**config.mk**
```make
export PLATFORM = sky130hd
export DESIGN_NAME = bram_port_arbiter
export DESIGN_NICKNAME = d
export VERILOG_FILES = /design/src/rtl/bram_port_arbiter_pkg.sv /design/src/rtl/bram_port_arbiter_rr_picker.sv /design/src/rtl/bram_port_arbiter.sv
export SDC_FILE = /design/constraint.sdc
export NUM_CORES = 1
export LEC_CHECK = 0
export ABC_AREA = 1
export BUFFER_PORTS_ARGS = -buffer_cell sky130_fd_sc_hd__clkbuf_2
export CORE_UTILIZATION = 46
export CTS_BUF_LIST = sky130_fd_sc_hd__clkbuf_4 sky130_fd_sc_hd__clkbuf_8
export DETAILED_ROUTE_END_ITERATION = 8
export GPL_TIMING_DRIVEN = 0
export MAX_ROUTING_LAYER = met4
export PLACE_DENSITY = 0.9
export RECOVER_POWER = 100
export SLEW_MARGIN = 20
export SYNTH_ARGS = -nofsm -noshare
export SYNTH_HDL_FRONTEND = slang
export SYNTH_HIERARCHICAL = 1
export SYNTH_SLANG_ARGS = --single-unit
```
**constraint.sdc**
```tcl
create_clock -name clka -period 3.3 [get_ports clka]
set_input_delay 0.165 -clock clka [delete_from_list [all_inputs] [get_ports clka]]
set_output_delay 0.165 -clock clka [all_outputs]
set_load 0.05 [all_outputs]
```
**src/rtl/bram_port_arbiter_pkg.sv**
```systemverilog
// Shared defaults and helpers for the BlockRam port arbiter.
package bram_port_arbiter_pkg;

   localparam int ADDR_W_DEF    = 16;
   localparam int DATA_W_DEF    = 18;
   localparam int MAX_BURST_DEF = 4;
   localparam int BURST_CNT_W   = 4;

   typedef enum logic {
      ST_IDLE = 1'b0,
      ST_OWN  = 1'b1
   } own_state_e;

   function automatic int idx_width(input int n);
      return (n <= 2) ? 1 : $clog2(n);
   endfunction

endpackage

```
**src/rtl/bram_port_arbiter_rr_picker.sv**
```systemverilog
// Combinational round-robin select: first eligible requester at or after ptr_i.
module bram_port_arbiter_rr_picker #(
   parameter int NREQ = 3,
   parameter int IW   = 2
) (
   input  logic [NREQ-1:0] req_i,
   input  logic [IW-1:0]   ptr_i,
   input  logic [NREQ-1:0] mask_i,
   output logic [NREQ-1:0] gnt_o
);

   logic [NREQ-1:0] elig;
   logic            found;

   always_comb begin
      gnt_o = '0;
      found = 1'b0;
      elig  = req_i & mask_i;
      for (int k = 0; k < NREQ; k++) begin
         for (int j = 0; j < NREQ; j++) begin
            if (!found && elig[j] && (j == ((int'(ptr_i) + k) % NREQ))) begin
               gnt_o[j] = 1'b1;
               found    = 1'b1;
            end
         end
      end
   end

endmodule

```
**src/rtl/bram_port_arbiter.sv**
```systemverilog
// Round-robin arbiter with burst allowance sharing one synchronous BlockRam port.
//
// state   | meaning
// ST_IDLE | no command issued last cycle, no owner, burst count clear
// ST_OWN  | cmd_idx_q issued a command last cycle and owns the port
module bram_port_arbiter
   import bram_port_arbiter_pkg::*;
#(
   parameter int NREQ      = 3,
   parameter int ADDR_W    = ADDR_W_DEF,
   parameter int DATA_W    = DATA_W_DEF,
   parameter int MAX_BURST = MAX_BURST_DEF
) (
   input  logic                     clka,
   input  logic                     reset,
   input  logic [NREQ-1:0]          req,
   input  logic [NREQ-1:0]          we,
   input  logic [NREQ*ADDR_W-1:0]   addr,
   input  logic [NREQ*DATA_W-1:0]   wdata,
   output logic [NREQ-1:0]          gnt,
   output logic [NREQ-1:0]          rvalid,
   output logic [DATA_W-1:0]        rdata,
   output logic [ADDR_W-1:0]        mem_addr,
   output logic [DATA_W-1:0]        mem_din,
   output logic                     mem_we,
   input  logic [DATA_W-1:0]        mem_dout
);

   localparam int IW = idx_width(NREQ);
   localparam int CW = BURST_CNT_W;
   localparam logic [CW-1:0]   MAXB  = CW'(MAX_BURST);
   localparam logic [CW-1:0]   ONE_C = 1;
   localparam logic [IW-1:0]   ONE_I = 1;
   localparam logic [IW-1:0]   LAST  = IW'(NREQ - 1);
   localparam logic [NREQ-1:0] ONE_N = 1;

   own_state_e        st_q, st_d;
   logic [IW-1:0]     cmd_idx_q, cmd_idx_d;
   logic [IW-1:0]     ptr_q, ptr_d;
   logic [CW-1:0]     cnt_q, cnt_d;
   logic [ADDR_W-1:0] mem_addr_q, mem_addr_d;
   logic [DATA_W-1:0] mem_din_q, mem_din_d;
   logic              mem_we_q, mem_we_d;
   logic              rd_vld_q;
   logic [IW-1:0]     rd_idx_q;

   logic [NREQ-1:0]   owner_oh, pick_mask, pick_oh, win_oh;
   logic              others_pend, at_limit, keep, any_win;
   logic [IW-1:0]     win_idx;

   always_comb begin
      owner_oh = '0;
      if (st_q == ST_OWN) owner_oh = ONE_N << cmd_idx_q;
      others_pend = |(req & ~owner_oh);
      at_limit    = (cnt_q >= MAXB);
      keep        = (|(req & owner_oh)) && (!at_limit || !others_pend);
      // An exhausted owner sits out one round only when someone else is waiting.
      pick_mask   = (at_limit && others_pend) ? ~owner_oh : '1;
   end

   bram_port_arbiter_rr_picker #(
      .NREQ (NREQ),
      .IW   (IW)
   ) u_picker (
      .req_i  (req),
      .ptr_i  (ptr_q),
      .mask_i (pick_mask),
      .gnt_o  (pick_oh)
   );

   always_comb begin
      win_oh     = keep ? owner_oh : pick_oh;
      any_win    = |win_oh;
      win_idx    = '0;
      mem_addr_d = mem_addr_q;
      mem_din_d  = mem_din_q;
      mem_we_d   = 1'b0;
      for (int i = 0; i < NREQ; i++) begin
         if (win_oh[i]) begin
            win_idx    = IW'(i);
            mem_addr_d = addr[i*ADDR_W +: ADDR_W];
            mem_din_d  = wdata[i*DATA_W +: DATA_W];
            mem_we_d   = we[i];
         end
      end

      st_d      = any_win ? ST_OWN : ST_IDLE;
      cmd_idx_d = any_win ? win_idx : cmd_idx_q;
      ptr_d     = ptr_q;
      cnt_d     = '0;
      if (any_win) begin
         ptr_d = (win_idx == LAST) ? '0 : win_idx + ONE_I;
         if (keep) cnt_d = at_limit ? cnt_q : cnt_q + ONE_C;
         else      cnt_d = ONE_C;
      end
   end

   always_ff @(posedge clka or posedge reset) begin
      if (reset) begin
         st_q       <= ST_IDLE;
         cmd_idx_q  <= '0;
         ptr_q      <= '0;
         cnt_q      <= '0;
         mem_addr_q <= '0;
         mem_din_q  <= '0;
         mem_we_q   <= 1'b0;
         rd_vld_q   <= 1'b0;
         rd_idx_q   <= '0;
      end else begin
         st_q       <= st_d;
         cmd_idx_q  <= cmd_idx_d;
         ptr_q      <= ptr_d;
         cnt_q      <= cnt_d;
         mem_addr_q <= mem_addr_d;
         mem_din_q  <= mem_din_d;
         mem_we_q   <= mem_we_d;
         rd_vld_q   <= (st_q == ST_OWN) && !mem_we_q;
         rd_idx_q   <= cmd_idx_q;
      end
   end

   assign gnt      = owner_oh;
   assign rvalid   = rd_vld_q ? (ONE_N << rd_idx_q) : '0;
   assign rdata    = mem_dout;
   assign mem_addr = mem_addr_q;
   assign mem_din  = mem_din_q;
   assign mem_we   = mem_we_q;

endmodule
```
* After elaboration in Yosys (flattened, before gate mapping)
Index checks and enable logic that the tools add are counted.
Widths: inputs -> output; s select.
** Word-level totals
- Register bits :: 47
- Bits in latches :: 0
- Bits in writable memories :: 0
- ROM bits :: 0
- Output and inout bits :: 59
- Memories :: 0
** Operators by class
- Add/sub/neg operators :: 4
- Multiply operators :: 0
- Divide/modulo/power cells :: 3
- $lt $le $gt $ge :: 1
- Equal/unequal tests :: 8
- Shift operators :: 2
- Muxes and demuxes :: 36
- Bitwise gates (word level) :: 4
- Reductions and logical operators :: 39
** Operators by type and width (number)
- $eq 2x32->1 const A :: 3
- $eq 3x32->1 const A :: 3
- $logic_not 32->1 :: 3
- $mod 32x3->32 const B :: 2
- $mux 18 :: 3
- $mux 16 :: 3
- $mod 3x3->32 const B :: 1
- $mux 1 :: 21
- $logic_and 1x1->1 :: 20
- $mux 3 :: 4
- $mux 4 :: 3
- $logic_not 1->1 :: 11
- $and 3x3->3 :: 3
- $reduce_or 3->1 :: 3
- $shl 1x2->3 const A :: 2
- $add 4x1->4 const B :: 1
- $ge 4x3->1 const B :: 1
- $mux 2 :: 2
- $add 2x1->3 const B :: 1
- $add 2x2->3 const B :: 1
- $ne 3x3->1 const B :: 1
- $not 3->3 :: 1
- $reduce_bool 3->1 :: 1
- $add 2x1->2 const B :: 1
- other kinds (2) :: 2

* Depth between registers and ports, before layout
Gate-level depths: netlist of run 1.
- Word-level depth :: 47
- Gate-level depth with buffers :: 23

* Modules after synthesis
The synthesis of run 1 kept the hierarchy.
** Modules (own cells, without submodules)
- bram_port_arbiter :: instances 1, cells each 431, area each 2992.9 µm²
- bram_port_arbiter_rr_picker :: instances 1, cells each 33, area each 202.7 µm²

* Least setup slack after synthesis of run 1
Ideal clock, no wire load.
- Path kind :: register to register
- From :: reg cmd_idx_q[0]
- To :: reg mem_addr_q[2] (netlist: mem_addr[2])
- Setup time :: 0.118 ns
- Arrival :: 2.207 ns
- Slack :: 0.974 ns
- Stages on the path, launching flop included :: 24
- Buffers on the path :: 2
- Clock period less this slack :: 2.326 ns
- Cell sequence :: dfrtp_1 -> inv_2 -> nand3_2 -> nand2_1 -> nand3_2 -> nand2_4 -> inv_1 -> nand2_1 -> nand2_2 -> nand3_1 -> nor2_2 -> nor2_4 -> nand3_1 -> nand3_1 -> inv_1 -> nand2_4 -> nand2_4 -> inv_2 -> buf_6 -> buf_12 -> nand2_2 -> nand2_1 -> nor2_1 -> nor2_1
** RTL lines
- from (decl) :: RTL line bram_port_arbiter.sv:38 : logic [IW-1:0] cmd_idx_q, cmd_idx_d;
- from (signal assigned) :: RTL line bram_port_arbiter.sv:111 : cmd_idx_q <= cmd_idx_d;
- $shl 1x2->3 * :: RTL line bram_port_arbiter.sv:53 : if (st_q == ST_OWN) owner_oh = ONE_N << cmd_idx_q;
- $mux 3 * :: RTL line bram_port_arbiter.sv:53
- $not 3->3 * :: RTL line bram_port_arbiter.sv:54, bram_port_arbiter.sv:58
- $and 3x3->3 :: RTL line bram_port_arbiter.sv:54 : others_pend = |(req & ~owner_oh);
- $reduce_or 3->1 :: RTL line bram_port_arbiter.sv:54
- $logic_and 1x1->1 :: RTL line bram_port_arbiter.sv:58 : pick_mask = (at_limit && others_pend) ? ~owner_oh : '1;
- $mux 3 * :: RTL line bram_port_arbiter.sv:58
- net pick_mask[2] :: RTL line bram_port_arbiter.sv:47 : logic [NREQ-1:0] owner_oh, pick_mask, pick_oh, win_oh;
- (+21 left out)
- $logic_and 1x1->1 (2 in a row) :: RTL line bram_port_arbiter_rr_picker.sv:21 : if (!found && elig[j] && (j == ((int'(ptr_i) + k) % NREQ))) begin
- $mux 1 :: RTL line bram_port_arbiter_rr_picker.sv:21
- $logic_not 1->1 :: RTL line bram_port_arbiter_rr_picker.sv:21
- $logic_and 1x1->1 (2 in a row) :: RTL line bram_port_arbiter_rr_picker.sv:21
- $mux 1 * :: RTL line bram_port_arbiter_rr_picker.sv:21
- net pick_oh[2] :: RTL line bram_port_arbiter.sv:47
- $mux 3 * :: RTL line bram_port_arbiter.sv:72 : win_oh = keep ? owner_oh : pick_oh;
- $reduce_bool 3->1 (no line) / $mux 16 (equally long branches)
- to (signal assigned) :: RTL line bram_port_arbiter.sv:114 : mem_addr_q <= mem_addr_d;
- to (decl) :: RTL line bram_port_arbiter.sv:41 : logic [ADDR_W-1:0] mem_addr_q, mem_addr_d;
The timed path passes the listed nets; every way through them passes the cells marked *.
A chain may end at the register's enable or synchronous reset.

* Worst setup path in the final report of run 1
- From :: reg cmd_idx_q[0]
- To :: reg mem_addr_q[13] (netlist: mem_addr[13])
** RTL lines
- $shl 1x2->3 * :: RTL line bram_port_arbiter.sv:53
- $mux 3 * :: RTL line bram_port_arbiter.sv:53
- $not 3->3 * :: RTL line bram_port_arbiter.sv:54, bram_port_arbiter.sv:58
- $and 3x3->3 :: RTL line bram_port_arbiter.sv:54
- $reduce_or 3->1 :: RTL line bram_port_arbiter.sv:54
- $logic_and 1x1->1 :: RTL line bram_port_arbiter.sv:58
- $mux 3 * :: RTL line bram_port_arbiter.sv:58
- net pick_mask[1] :: RTL line bram_port_arbiter.sv:47
- (+21 left out)
- $logic_and 1x1->1 (2 in a row) :: RTL line bram_port_arbiter_rr_picker.sv:21
- $mux 1 :: RTL line bram_port_arbiter_rr_picker.sv:21
- $logic_not 1->1 :: RTL line bram_port_arbiter_rr_picker.sv:21
- $logic_and 1x1->1 (2 in a row) :: RTL line bram_port_arbiter_rr_picker.sv:21
- $mux 1 * :: RTL line bram_port_arbiter_rr_picker.sv:21
- net pick_oh[1] :: RTL line bram_port_arbiter.sv:47
- $mux 3 * :: RTL line bram_port_arbiter.sv:72
- $mux 16 (2 in a row) :: RTL line bram_port_arbiter.sv:79 : if (win_oh[i]) begin
Marked as above.

==> reports/metrics.yaml, run 1 <==
routing:
  drt-initial-drc-count: 108
  first_pass_iters: 4
  vias: 3656
  vias_per_cell: 5.064
  ant_nets: 0
  remaining_drc_errors: 0
  wirelength_mm: 9.719
  routedWlPerCell_um: 13.46
clocking:
  htreeDepth: 2
  cts_buffer_depth: 2
  cts_buffers: 5
  clk_latency_ns: 0.30
  post_cts_buffers: 0
  cts_tree: "built"
  root_buffer: "clkbuf_8"
  numClockSinks: 46
  ctsResizeCount: 0
  postCtsHoldBufs: 1
  clkTransAtPathRegs_ns: 0.08
critical_path:
  worst-path-buf-inv: 3
  reg2reg_depth: 20
  r2r_start: "cmd_idx_q[0]$_DFFE_PP0P_"
  slowest_delay_ns: 0.44
  reg2reg_slack_ns: 0.40
  crit_path_top_delay_cell: "dfrtp_1"
  crit_required_ns: 3.53
  cp-end-kind: "flip-flop"
  worstSetupStartpointType: "flip-flop"
  r2r-end: "mem_addr[13]$_DFFE_PP0P_"
  worst-path-max-fanout: 10
  worstPathCellList: "inv_1 > nand3_2 > nand2_1 > nand3_2 > nand2_4 > inv_1 > nand2_1 > nand3_2 > nand3_2 > nor2_2 > nor2_4 > nand4_1 > nand3_1 > nand2_1 > nand2_2 > buf_2 > nand3_1 > nand2_1 > nor2_1 > nor2_1"
  path_delay_family: "simple AND/OR/NAND/NOR gates"
  cp.arrival_ns: 3.13
  critPathKind: "flip-flop to flip-flop"
run_status:
  outcome: "completed"
synth:
  synth_cell_types: 27
  netlist_area_um2: 3196
  synth_area_per_cell_um2: 6.887
  synth_seq_cells: 46
  yosys.area.top_type: "dfrtp_1"
  syn-num-nets: 595
  syn_inst: 464
  synth_top_area_share_pct: 36.02
  synth_sequential_area_ratio_pct: 36.02
  synth_area_leaders: "dfrtp_1 (36%), nor2_1 (14%), nand3_1 (12%)"
  synth_warnings: 6
global_route:
  use_met3_pct: 3.599
  use_met2_pct: 50.44
  busiest_layer: "met2"
  grt_pass1_vias: 3346
  track_usage_pct: 27.80
  grt_start_max_net_pins: 26
  grt_pass1_wl_mm: 15.37
  use_met1_pct: 32.90
  antenna_found_initial: 0
  overflow: 0
finish:
  seqCellArea_um2: 1151
  final_layout_size_suffix_gt1_share_pct: 31.78
  multi_input_comb_area_um2: 1652
  syn2layout_area_growth_pct: 30.07
  fin_nets: 772
  fill_cells: 681
  diodes: 0
job:
  drv_cap: 0
min_path:
  min_from: "we[2]"
  holdPathStages: 3
  min_path_type: "primary input to flip-flop"
  whs_endpoint: "mem_we$_DFF_PP0_"
placed_design:
  dp_hpwl_mm: 7.503
  io_buffers: 168
  gp_congestion: 0.8468
floorplan:
  dieArea_um2: 7284
  io_pins: 187
  start_util_pct: 47.30
  dieHeight_um: 85.35
  die-width_um: 85.35
  rows: 30
  coreArea_um2: 6756
sta:
  clock.fmax_ghz: 0.3445
  clock_skew_ns: 0.006875
  hold_viol: 0
  worst-slew-pin-transition_ns: 1.348
  fin_crit_ns: 2.902
  slew_headroom_pct: 10.16
  rsz0062_at_grt: "false"
  fin_crit_sh_pct: 87.95
  fin_hold_ws_ns: 0.1102
  setup_viol: 0
  slew_viol_final: 0
  finalSetupTns_ns: 0
-- area by class of cell --
cell class | instances | area share, %
Tap cell | 80 | 2.408
Timing Repair Buffer | 170 | 18.78
Sequential cell | 46 | 27.69
Buffer | 42 | 7.014
Multi-Input combinational cell | 353 | 39.73
Inverter | 23 | 2.077
Clock inverter | 1 | 0.1204
Clock buffer | 7 | 2.167
-- cell usage in the layout, fill, tap and decap left out, drive strengths merged --
cell / n
nand2: 128
nor3: 3
o31ai: 1
nand4: 3
clkbuf: 179
ha: 3
nor2: 117
or2: 1
clkinv: 1
dfrtp: 46
buf: 39
o22ai: 1
nand3b: 1
o21ai: 1
nand3: 89
o211ai: 1
a21oi: 3
nor3b: 1
dlygate4sd3: 1
inv: 23
-- flip-flops by register name (all words and copies together) (netlist names), 2 cells and up --
register	cells
mem_addr	16
rd_idx_q	2
cmd_idx_q	2
mem_din	18
cnt_q	4
-- worst min-delay path: stages --
cell and delay [ns]:
clkbuf_2 0.08, nand2_1 0.05, nand3_1 0.08
-- worst max path at each step --
stage	from	slack, ns	cells past startpoint	end
CTS	cmd_idx_q[0]$_DFFE_PP0P_	0.48	20	mem_addr[13]$_DFFE_PP0P_
floorplan	cmd_idx_q[0]$_DFFE_PP0P_	0.97	23	mem_addr[2]$_DFFE_PP0P_
finish	cmd_idx_q[0]$_DFFE_PP0P_	0.40	20	mem_addr[13]$_DFFE_PP0P_
detailed placement	cmd_idx_q[0]$_DFFE_PP0P_	0.50	20	mem_addr[13]$_DFFE_PP0P_
global placement	cmd_idx_q[0]$_DFFE_PP0P_	0.61	20	mem_addr[13]$_DFFE_PP0P_
global route	cmd_idx_q[0]$_DFFE_PP0P_	0.08	21	mem_din[14]$_DFFE_PP0P_
-- cells in the mapped netlist --
library cell and n:
nor2_1 115, nand2_1 100, nand3_1 79, dfrtp_1 46, nand2_2 23, buf_2 21, buf_4 18, inv_1 16
nand3_2 9, inv_2 7, nand2_4 5, a21oi_1 3, ha_1 3, nand4_1 3, nor3_1 3, buf_12 2
buf_6 1, nand3_4 1, nand3b_1 1, nor2_2 1, nor2_4 1, nor3b_1 1, o211ai_2 1, o21ai_1 1
o22ai_1 1, o31ai_1 1, or2_2 1
-- through the flow --
step	cell area (um2)	utilization, %	instances	setup WS, ns
6_report	4156	61.52	722	0.3975
2_1_floorplan	3196	-	464	0.9742
5_1_grt	4156	61.52	722	0.07811
3_3_place_gp	4136	61.22	712	0.6122
3_5_place_dp	4156	61.52	713	0.5011
4_1_cts	4262	63.07	722	0.4776
-- kinds of logic (layout without fill, tap and decap cells) --
logic type | after synthesis | after routing | share of synthesized area, %
and+or+nand+nor | 343 | 343 | 49.53
adders and majority gates | 3 | 3 | 1.175
AOI/OAI and AO/OA | 7 | 7 | 1.449
buffers and inverters | 65 | 243 | 11.82
DFF | 46 | 46 | 36.02
-- routing by layer --
metal,vias up,part of all wire (%),routed length [um]
li1,1803,-,-
met1,1679,41,4015
met2,166,52,5021
met3,8,6.0,583
met4,0,1.0,99
met5,-,0,0
Power of run 1 is not shown: default switching activity piles up to over one toggle a cycle in this logic, so the estimate is an artifact.
==> inputs of run 2 (changes only) <==
Settings changed: ABC_CLOCK_PERIOD_IN_PS set to 3300, CORE_ASPECT_RATIO set to 1.25, GPL_ROUTABILITY_DRIVEN set to 0.
==> run 2 against run 1 <==
  * Clock-buffer cell count did not move
  * Die area barely moved
  * Routed wire length fell by 0.40%
  * Critical path type unchanged
  * Sequential share of layout area fell by 0.15 points
  * Worst setup slack got worse by 0.055 ns
  * Cell count rose by 0.97%
  * Sequential cell count did not move
  * Register-to-register slack got worse by 0.06 ns
  * Maximum frequency fell by 1.9%
==> reports/metrics.yaml, run 2 (same netlist as run 1, synthesis figures left out) <==
finish:
  fin_nets: 772
  final_area_um2: 4179
  utilization_pct: 62.86
  final_cell_mix: "nor2_1 (115), clkbuf_2 (110), nand2_1 (101)"
  largest_reg_flops: 18
  diodes: 0
  syn2layout_area_growth_pct: 30.78
  final_layout_size_suffix_gt1_share_pct: 31.46
  final_common_cell: "nor2_1"
sta:
  hold_viol: 0
  rsz0062_at_grt: "false"
  fin_crit_sh_pct: 89.63
  slew_viol_final: 0
  setup_viol: 0
  clock_skew_ns: 0.009577
  slew_headroom_pct: 29.48
  fin_hold_ws_ns: 0.1057
  clock.fmax_ghz: 0.3381
  worst-slew-pin-transition_ns: 1.057
  fin_crit_ns: 2.958
  finalSetupTns_ns: 0
placed_design:
  io_buffers: 168
  dp_hpwl_mm: 7.524
  placed_area_um2: 4173
routing:
  routedWlPerCell_um: 13.28
  remaining_drc_errors: 0
  first_pass_iters: 5
  wirelength_mm: 9.680
  vias: 3687
  ant_nets: 0
  drt-initial-drc-count: 246
  vias_per_cell: 5.058
global_route:
  grt_pass1_wl_mm: 14.69
  track_usage_pct: 26.47
  grt_pass1_vias: 3202
  grt_start_max_net_pins: 29
  use_met2_pct: 48.27
  use_met1_pct: 29.75
  antenna_found_initial: 0
  overflow: 0
  use_met3_pct: 3.828
  busiest_layer: "met2"
floorplan:
  dieHeight_um: 95.19
  start_util_pct: 48.07
  io_pins: 187
  dieArea_um2: 7286
  coreArea_um2: 6648
  rows: 33
  die-width_um: 76.55
min_path:
  min_from: "we[2]"
  whs_endpoint: "mem_we$_DFF_PP0_"
  holdPathStages: 3
  min_path_type: "primary input to flip-flop"
clocking:
  ctsResizeCount: 0
  cts_buffer_depth: 2
  numClockSinks: 46
  clk_latency_ns: 0.30
  root_buffer: "clkbuf_8"
  post_cts_buffers: 0
  postCtsHoldBufs: 1
  cts_tree: "built"
  clkTransAtPathRegs_ns: 0.08
  cts_buffers: 5
  htreeDepth: 2
critical_path:
  reg2reg_depth: 21
  r2r-end: "mem_addr[8]$_DFFE_PP0P_"
  cp.arrival_ns: 3.14
  worst-path-max-fanout: 10
  crit_required_ns: 3.49
  critPathKind: "flip-flop to flip-flop"
  reg2reg_slack_ns: 0.34
  r2r_start: "cmd_idx_q[0]$_DFFE_PP0P_"
  cp-end-kind: "flip-flop"
  worstSetupStartpointType: "flip-flop"
job:
  drv_cap: 0
run_status:
  outcome: "completed"
==> run 2: changes by cell type in the layout (fill, tap and decap cells not counted) <==
| cell | before | now |
|---|---|---|
| nand3_2 | 8 | 7 |
| clkbuf_4 | 1 | 2 |
| clkbuf_2 | 112 | 110 |
| clkbuf_8 | 6 | 5 |
| nand2_2 | 22 | 23 |
| clkbuf_1 | 60 | 62 |
| nand3_1 | 80 | 81 |
| nand2_1 | 102 | 101 |
| clkinv_2 | 1 | 0 |
| bufinv_16 | 0 | 1 |
==> run 2: cell type report <==
class / count / area (um2)
fillers: 651 / 2469
multi-input cells: 353 / 1649
flip-flops and latches: 46 / 1151
repair buffers: 170 / 780.7
plain buffers: 42 / 289.0
well taps: 87 / 108.9
inverters: 23 / 86.33
clock buffers: 7 / 83.83
clock inverters: 1 / 30.03
==> run 2: how the worst max path moves through the flow <==
stage / from / slack, ns / to / cells past startpoint
4_1_cts: cmd_idx_q[0]$_DFFE_PP0P_ / 0.51 / mem_addr[11]$_DFFE_PP0P_ / 21
3_3_place_gp: cmd_idx_q[0]$_DFFE_PP0P_ / 0.64 / mem_addr[11]$_DFFE_PP0P_ / 21
3_5_place_dp: cmd_idx_q[0]$_DFFE_PP0P_ / 0.53 / mem_addr[11]$_DFFE_PP0P_ / 21
5_1_grt: cmd_idx_q[0]$_DFFE_PP0P_ / 0.13 / mem_addr[13]$_DFFE_PP0P_ / 20
6_report: cmd_idx_q[0]$_DFFE_PP0P_ / 0.34 / mem_addr[8]$_DFFE_PP0P_ / 21
2_1_floorplan: cmd_idx_q[0]$_DFFE_PP0P_ / 0.97 / mem_addr[2]$_DFFE_PP0P_ / 23
==> run 2: critical path, cell delays in order, from the launching register on <==
cell and delay [ns]:
dfrtp_1 0.46, inv_2 0.11, nand3_2 0.11, nand2_1 0.09, nand3_1 0.11, nand2_4 0.10
inv_1 0.07, nand2_1 0.07, nand2_2 0.08, nand3_1 0.12, nor2_1 0.07, nor2_1 0.15
nand4_1 0.13, nand3_1 0.11, inv_1 0.05, nand2_2 0.07, nand2_4 0.12, nand3_4 0.17
clkbuf_1 0.36, nand2_1 0.10, nor2_1 0.14, nor2_1 0.05
==> run 2: metrics by stage <==
stage               setup slack (ns)  cells
global placement              0.6386    719
floorplan                     0.9742    464
global route                  0.1297    729
detailed placement            0.5289    720
CTS                           0.5069    729
finish                        0.3423    729
==> run 2: metal layers <==
layer / part of all wire [%] / wire length [um]
met3: 6.5 / 628
met2: 52 / 5015
met1: 39 / 3814
met5: 0 / 0
met4: 2.3 / 221
Power of run 2 is left out for the same reason.
==> inputs of run 3 (changes only) <==
Settings changed: ABC_CLOCK_PERIOD_IN_PS 3300 to 3500, CAP_MARGIN set to 20, CORE_UTILIZATION 46 to 49, CTS_CLUSTER_DIAMETER set to 150, PLACE_DENSITY 0.9 to 0.94.
Clock period 3.3 ns to 3.5 ns, I/O delays scaled along.
==> run 3 against run 2 <==
  * Hold slack better by 0.0071 ns
  * First-iteration DRC count shrank 7.3%
  * Sequential share of layout area about the same
  * Clock-buffer cell count unchanged
  * Global-route usage increased by 3.1 points
  * Non-clock buffer count did not move
  * Die area is 6.0% lower
  * Routed wire length up 2.3%
  * Worst setup slack gained 0.17 ns
  * Largest cell class unchanged
==> reports/metrics.yaml, run 3 (same netlist as run 1, synthesis figures left out) <==
floorplan:
  dieHeight_um: 92.29
  start_util_pct: 51.16
  die-width_um: 74.23
  coreArea_um2: 6246
  dieArea_um2: 6851
  rows: 32
  io_pins: 187
critical_path:
  slowest_delay_ns: 0.44
  path_delay_family: "simple AND/OR/NAND/NOR gates"
  r2r_start: "cmd_idx_q[0]$_DFFE_PP0P_"
  setup.worst_path.start: "cmd_idx_q[0]$_DFFE_PP0P_"
  worst-path-buf-inv: 5
  worstSetupStartpointType: "flip-flop"
  reg2reg_depth: 20
  worstPathCellList: "inv_1 > nand3_1 > nand2_1 > nand3_2 > nand2_4 > inv_1 > nand2_1 > nand3_2 > nand3_2 > nor2_1 > nor2_4 > nand4_1 > nand3_1 > inv_1 > nand2_1 > nand2_4 > nand3_4 > clkbuf_1 > o31ai_1 > inv_2"
  reg2reg_slack_ns: 0.51
  cp-end-kind: "flip-flop"
  worstSetupEndpoint: "cnt_q[0]$_DFFE_PP0P_"
  critPathKind: "flip-flop to flip-flop"
  cp.arrival_ns: 3.22
  r2r-end: "cnt_q[0]$_DFFE_PP0P_"
  crit_required_ns: 3.73
  path_depth: 20
  worst-path-max-fanout: 10
  crit_path_top_delay_cell: "dfrtp_1"
finish:
  fill_cells: 585
  largest_reg_flops: 18
  final_area_um2: 4178
  multi_input_comb_area_um2: 1649
  utilization_pct: 66.89
  final_common_cell: "nor2_1"
  final_cell_mix: "nor2_1 (116), clkbuf_2 (111), nand2_1 (102)"
  fin_nets: 772
  syn2layout_area_growth_pct: 30.74
  final_layout_size_suffix_gt1_share_pct: 31.46
  diodes: 0
  seqCellArea_um2: 1151
sta:
  fin_crit_sh_pct: 85.38
  clock_skew_ns: 0.009096
  finalSetupTns_ns: 0
  fin_crit_ns: 2.988
  hold_viol: 0
  setup_slack_ns: 0.5118
  clock.fmax_ghz: 0.3347
  slew_viol_final: 0
  setup_viol: 0
  worst-slew-pin-transition_ns: 1.232
  rsz0062_at_grt: "false"
  slew_headroom_pct: 17.86
placed_design:
  io_buffers: 168
  placed_area_um2: 4170
  dp_worst_setup_slack_ns: 0.7183
  dp_hpwl_mm: 7.675
routing:
  wirelength_mm: 9.898
  routedWlPerCell_um: 13.61
  ant_nets: 0
  first_pass_iters: 5
  vias_per_cell: 5.147
  drt-initial-drc-count: 228
  vias: 3742
  remaining_drc_errors: 0
global_route:
  grt_pass1_vias: 3488
  overflow: 0
  antenna_found_initial: 0
  track_usage_pct: 29.53
  grt_start_max_net_pins: 26
  grt_pass1_wl_mm: 15.22
clocking:
  clk_latency_ns: 0.29
  ctsResizeCount: 0
  cts_buffers: 5
  clkTransAtPathRegs_ns: 0.08
  cts_buffer_depth: 2
  cts_tree: "built"
  numClockSinks: 46
  post_cts_buffers: 0
  postCtsHoldBufs: 1
  root_buffer: "clkbuf_8"
  htreeDepth: 2
job:
  drv_cap: 0
min_path:
  min_path_type: "primary input to flip-flop"
run_status:
  outcome: "completed"
run 3: worst reg2reg max path, stage by stage (launching register included):
cell and delay (ns):
dfrtp_1 0.44, inv_1 0.14, nand3_1 0.17, nand2_1 0.13, nand3_2 0.09, nand2_4 0.09, inv_1 0.07, nand2_1 0.12
nand3_2 0.12, nand3_2 0.09, nor2_1 0.07, nor2_4 0.13, nand4_1 0.11, nand3_1 0.12, inv_1 0.05, nand2_1 0.09
nand2_4 0.12, nand3_4 0.17, clkbuf_1 0.38, o31ai_1 0.17, inv_2 0.07
run 3: final cells by class:
cell class,instances,share of cell area [%]
Inverter,23,2.066
Clock inverter,1,0.7188
Sequential cell,46,27.55
Multi-Input combinational cell,353,39.47
Timing Repair Buffer,170,18.69
Tap cell,85,2.546
Buffer,42,6.948
Clock buffer,7,2.007
run 3: through the flow:
stage	hold WS, ns	std cells
after floorplan	0.3080	464
after global placement	0.4035	717
after detailed placement	0.2426	718
after CTS	0.1064	727
after global routing	0.1071	727
final	0.1127	727
run 3: worst min path at each step:
stage | start | endpoint | depth (start not counted)
6_report | we[2] | mem_we$_DFF_PP0_ | 3
5_1_grt | we[2] | mem_we$_DFF_PP0_ | 3
3_3_place_gp | we[2] | mem_we$_DFF_PP0_ | 3
2_1_floorplan | we[2] | mem_we$_DFF_PP0_ | 2
3_5_place_dp | reset | mem_din[6]$_DFFE_PP0P_ | 2
4_1_cts | we[2] | mem_we$_DFF_PP0_ | 3
run 3: metal layers:
layer  track usage [%]  vias to the layer above  routed length (um)
li1                  -                     1801                   -
met1             32.00                     1697                3678
met2             53.48                      205                5268
met3             4.135                       39                 641
met4             11.01                        0                 309
met5                 -                        -                   0
Power of run 3 is left out for the same reason.
